$ cat src/rtl/fwd_hazard_unit_pkg.sv
// rtl/fwd_hazard_unit_pkg.sv - shared types and constants for the forwarding/hazard unit
// Contents: forward select encodings, register-zero constant, in-flight slot record.
package fwd_hazard_unit_pkg;

    localparam logic [1:0] FWD_REG   = 2'b00;
    localparam logic [1:0] FWD_WB    = 2'b01;
    localparam logic [1:0] FWD_EXMEM = 2'b10;

    localparam logic [4:0] REG_ZERO = 5'd0;

    typedef struct packed {
        logic       valid;
        logic [4:0] dst;
        logic       regwrite;
        logic       memread;
    } slot_t;

endpackage

$ cat src/rtl/fwd_hazard_unit_fwd_match.sv
// rtl/fwd_hazard_unit_fwd_match.sv - producer match of one in-flight slot against one source register
// Ports:
//   slot    in  in-flight destination record
//   reg_num in  source register number read by the ID instruction
//   use_reg in  ID instruction actually reads reg_num
//   match   out slot produces the value that reg_num needs
module fwd_match
    import fwd_hazard_unit_pkg::*;
(
    input  slot_t      slot,
    input  logic [4:0] reg_num,
    input  logic       use_reg,
    output logic       match
);

    // The load flag is not part of the match; the stall logic reads it directly.
    logic unused_memread;
    assign unused_memread = slot.memread;

    // Register 0 is hardwired, so it never has a producer.
    assign match = use_reg && slot.valid && slot.regwrite &&
                   (slot.dst == reg_num) && (reg_num != REG_ZERO);

endmodule

$ cat src/rtl/fwd_hazard_unit.sv
// rtl/fwd_hazard_unit.sv - EX operand forwarding selects and load-use stall/bubble control
// Ports:
//   clk, rst_n           clock, asynchronous active-low reset
//   id_*                 decoded fields of the instruction currently in ID
//   flush                taken branch/jump kills the ID instruction
//   hold                 global freeze; all state keeps its value
//   forward_a/forward_b  registered EX operand selects (00 regfile, 01 wb, 10 ex/mem)
//   stall, bubble        combinational pipeline controls for this cycle
//   stall_cnt            saturating count of load-use stall cycles
module fwd_hazard_unit
    import fwd_hazard_unit_pkg::*;
#(
    parameter int CNT_W = 16
) (
    input  logic             clk,
    input  logic             rst_n,
    input  logic             id_valid,
    input  logic [4:0]       id_rs,
    input  logic [4:0]       id_rt,
    input  logic             id_use_rs,
    input  logic             id_use_rt,
    input  logic [4:0]       id_dst,
    input  logic             id_regwrite,
    input  logic             id_memread,
    input  logic             flush,
    input  logic             hold,
    output logic [1:0]       forward_a,
    output logic [1:0]       forward_b,
    output logic             stall,
    output logic             bubble,
    output logic [CNT_W-1:0] stall_cnt
);

    slot_t ex_q;
    slot_t mem_q;
    slot_t wb_q;

    logic ex_rs_match;
    logic ex_rt_match;
    logic mem_rs_match;
    logic mem_rt_match;

    logic [1:0] next_fwd_a;
    logic [1:0] next_fwd_b;

    // The WB slot never needs a bypass: the register file writes in the first
    // half-cycle and reads in the second. It is tracked only to mirror the pipe.
    logic unused_wb;
    assign unused_wb = ^wb_q;

    fwd_match u_ex_rs  (.slot(ex_q),  .reg_num(id_rs), .use_reg(id_use_rs), .match(ex_rs_match));
    fwd_match u_ex_rt  (.slot(ex_q),  .reg_num(id_rt), .use_reg(id_use_rt), .match(ex_rt_match));
    fwd_match u_mem_rs (.slot(mem_q), .reg_num(id_rs), .use_reg(id_use_rs), .match(mem_rs_match));
    fwd_match u_mem_rt (.slot(mem_q), .reg_num(id_rt), .use_reg(id_use_rt), .match(mem_rt_match));

    // A load in EX cannot supply its data until after MEM, so a dependent ID
    // instruction waits one cycle. A flush kills the consumer, so no stall.
    assign stall  = id_valid && ex_q.memread && (ex_rs_match || ex_rt_match) && !flush;
    assign bubble = stall || flush;

    // The youngest producer (EX slot) wins over the older one (MEM slot).
    always_comb begin
        next_fwd_a = FWD_REG;
        next_fwd_b = FWD_REG;
        if (ex_rs_match) begin
            next_fwd_a = FWD_EXMEM;
        end else if (mem_rs_match) begin
            next_fwd_a = FWD_WB;
        end
        if (ex_rt_match) begin
            next_fwd_b = FWD_EXMEM;
        end else if (mem_rt_match) begin
            next_fwd_b = FWD_WB;
        end
    end

    always_ff @(posedge clk or negedge rst_n) begin
        if (!rst_n) begin
            ex_q      <= '0;
            mem_q     <= '0;
            wb_q      <= '0;
            forward_a <= FWD_REG;
            forward_b <= FWD_REG;
            stall_cnt <= '0;
        end else if (!hold) begin
            wb_q  <= mem_q;
            mem_q <= ex_q;
            if (bubble) begin
                ex_q      <= '0;
                forward_a <= FWD_REG;
                forward_b <= FWD_REG;
            end else begin
                ex_q      <= '{valid: id_valid, dst: id_dst,
                               regwrite: id_regwrite, memread: id_memread};
                forward_a <= next_fwd_a;
                forward_b <= next_fwd_b;
            end
            if (stall && !(&stall_cnt)) begin
                stall_cnt <= stall_cnt + 1'b1;
            end
        end
    end

endmodule

$ cat config.mk
export PLATFORM = sky130hd
export DESIGN_NAME = fwd_hazard_unit
export DESIGN_NICKNAME = d
export VERILOG_FILES = /design/src/rtl/fwd_hazard_unit_pkg.sv /design/src/rtl/fwd_hazard_unit_fwd_match.sv /design/src/rtl/fwd_hazard_unit.sv
export SDC_FILE = /design/constraint.sdc
export NUM_CORES = 1
export LEC_CHECK = 0
export BUFFER_PORTS_ARGS = -buffer_cell sky130_fd_sc_hd__buf_2
export CAP_MARGIN = 0
export CORE_MARGIN = 4
export CORE_UTILIZATION = 40
export DETAILED_ROUTE_END_ITERATION = 10
export PLACE_DENSITY = 0.73
export SYNTH_ARGS = -nofsm -noshare
export SYNTH_HDL_FRONTEND = slang
export SYNTH_SLANG_ARGS = --single-unit
export TNS_END_PERCENT = 1
$ cat constraint.sdc
create_clock -name clk -period 2.6 [get_ports clk]
set_input_delay 0.65 -clock clk [delete_from_list [all_inputs] [get_ports clk]]
set_output_delay 0.65 -clock clk [all_outputs]
set_load 0.03 [all_outputs]
==> metrics.md <==
| Metric | Value |
|---|---|
| DIE HEIGHT | `77.43 microns` |
| Htree depth | `2` |
| Core Util, Final | `54.31%` |
| WP data required | `1950 ps` |
| Crit path kind | `input pin to primary output` |
| Post-Syn Area per Cell | `11.76 sq um` |
| Cell Area, Synth | `1928 sq um` |
| Wire length of the first global-routing pass | `7.238 mm` |
| CTS clock-pin slew for the worst setup and hold paths | `70 ps` |
| Tot GR Track Use | `15.09%` |
| Sequential-to-total area share from yosys stat | `45.43%` |
| Sum Neg Setup Slack | `-66.48 ps` |
| Max-slew violations | `0` |
| Postcts setup bufs | `0` |
| Initial antenna violation count | `0` |
| Failing checks | `setup timing` |
| Placed insts | `271` |
| Final WL | `4.260 mm` |
| Standard-cell rows | `24` |
| # nets final | `251` |
| WL per Instance | `15.32 microns` |
| Status | `complete, but fails checks` |
| Unrepaired setup endpoints after global routing | `yes` |
| Post-route ant nets | `0` |
| Total congestion overflow | `0` |
| Worst EP arrival | `2020 ps` |
| CP endpoint kind | `primary output` |
| Final setup vio count | `1` |
| Post-detail-place hpwl | `3.179 mm` |
| Power Density | `466.8 nW/um^2` |
| Worst-skew pair later-pin latency | `290 ps` |
| Clock Skews | `8.921 ps` |
| Startpoint Class | `input pin` |
| Tmin final | `2666 ps` |
| Hold Fails Final Rpt | `0` |
| Cts bufs inserted | `5` |
| I/O Buffers | `45` |
| DRC | `0` |
| Pre-CTS setup slack | `-119.7 ps` |
| Router iterations before antenna repair | `4` |
| Vias per std cell | `5.255` |
| Syn Inst Count | `164` |
| Clock sink count | `35` |
| Non-filler cells, final | `278` |
| Setup ws final | `-66.48 ps` |
| Die area | `5995 sq um` |
| Worst-path fanout max | `3` |
| Yosys warns | `0` |
| Hold WC Path Type | `input pin to async pin` |
| Root Driver | `clkbuf_8` |
| Share of cells above drive strength 1 | `43.36%` |
| IO Count | `46` |
| Die width | `77.43 microns` |
| N_diodes | `0` |
| Synth cell types | `42` |
| Worst-margin pin slew | `777.7 ps` |
| Max-cap viol count | `0` |
| Largest net degree at the start of global routing | `36` |
| Period utilization | `102.6%` |
| GP Congestion | `0.8619` |
| Syn nets | `189` |
| Lkg Pwr | `1.195 nW` |
| #FFs+latches synth | `35` |
| Number of global-route vias before repair | `1468` |
| Clock Path Buffers | `2` |
| Area growth syn-to-layout | `26.87%` |
| Via count | `1461` |
| Fill count | `406` |
| Fmax | `0.3750 GHz` |
| VDD IR-drop max | `0.2411 mV` |
| CTS tree | `built` |
| DR iter-0 viols | `60` |
| Max-slew headroom | `48.15%` |
| Starting density of the core | `42.81%` |
| Core Region | `4504 sq um` |
## area by class of cell
cell class,count,area [sq um],area share (%)
well taps,52,65.06,2.660
flip-flops and latches,35,879.6,35.96
clock inverters,1,5.005,0.2046
multi-input cells,122,1031,42.15
repair buffers,60,375.4,15.35
inverters,2,7.507,0.3069
clock buffers,6,82.58,3.376
## cell usage after synthesis, drive strengths merged
cell     n  area, sq um
a21boi   1        18.77
a21oi    2        10.01
a22o     7        61.31
a32o     1        10.01
and2     4        25.02
and3     5        32.53
and4     1        8.760
buf      2        31.28
clkbuf   3        11.26
dfrtp   35        875.8
ha       1        12.51
inv      2        7.510
mux2     8        90.09
nand2   12        47.55
nand3    9        60.06
nand3b   1        20.02
nand4   12        96.34
nand4b   1        23.77
nor2     6        22.52
nor2b    1        6.260
nor3     3        26.28
nor4     2        27.53
o21ai    3        18.77
o22a     1        8.760
o31ai    1        21.27
o41ai    2        17.52
or2      1        6.260
or3      1        11.26
or4      3        22.52
xnor2   25        226.5
xor2     8        70.07
## logic make-up after synthesis
| kind of cell | share of synthesized area (%) |
|---|---|
| buffers and inverters | 2.596 |
| adders and majority gates | 0.6488 |
| muxes | 4.672 |
| AOI/OAI and AO/OA | 8.631 |
| and+or+nand+nor | 22.65 |
| DFF | 45.43 |
| xor gates and xnor gates | 15.38 |
## routing by layer
layer | track usage, % | share of wire, %
met5 | 0 | 0
met4 | 8.007 | 2.7
met3 | 3.009 | 4.4
met2 | 22.54 | 46
met1 | 20.66 | 47
## path summary, 6_finish.rpt
path	from	endpoint	slack, ps	cells past startpoint
min	rst_n	forward_b[1]	440	1
min in group clk	forward_b[0]	forward_b[0]	490	2
max in group asynchronous	rst_n	ex_q[5]	1620	1
max reg2reg	ex_q[6]	stall_cnt[1]	340	7
max	id_rs[3]	bubble	-70	7
min reg2reg	forward_b[0]	forward_b[0]	490	2
## critical path: stages
cell and delay, ps:
buf_6 100, or4_4 530, o21ai_2 170, or3_4 150, a21boi_4 60, or2_4 220
buf_6 140
## placed cells by master (no fill, tap or decap), types with 2 or more instances in the layout
cell,instances
buf_2,39
buf_4,15
nand3_2,3
and2_1,4
o41ai_1,2
nor3_1,2
a22o_1,7
and3_1,4
dfrtp_1,32
nand2_1,11
nand4_1,10
xnor2_1,24
inv_1,2
a21oi_1,2
xor2_1,8
or4_4,2
mux2_2,7
clkbuf_8,6
nor2_1,6
nand3_1,6
dfrtp_2,3
buf_6,6
## state kept, by name, summed over array words and instances, names as in the netlist
name / cells
forward_a: 2
ex_q: 8
stall_cnt: 16
forward_b: 2
mem_q: 7
## where the power goes
part,switching (mW),internal (mW)
registers,0.0256,0.567
logic,0.0722,0.0804
clock network,0.189,0.208
## repair_timing
item | in CTS | in global routing
pin swaps | 3 | 1
gates resized for setup | 11 | 5
setup endpoints to repair | 2 | 2
hold buffers | 0 | 0
## per-stage QoR
step | hold slack, ps | cell area, sq um | power [mW]
3_3_place_gp | 460.3 | 2298 | 0.7429
4_1_cts | 456.7 | 2429 | 1.153
3_5_place_dp | 470.8 | 2298 | 0.7472
5_1_grt | 509.5 | 2446 | 1.193
2_1_floorplan | 354.4 | 1938 | 0.6780
6_report | 438.1 | 2446 | 1.142
Power figures use the tool's default switching activity.
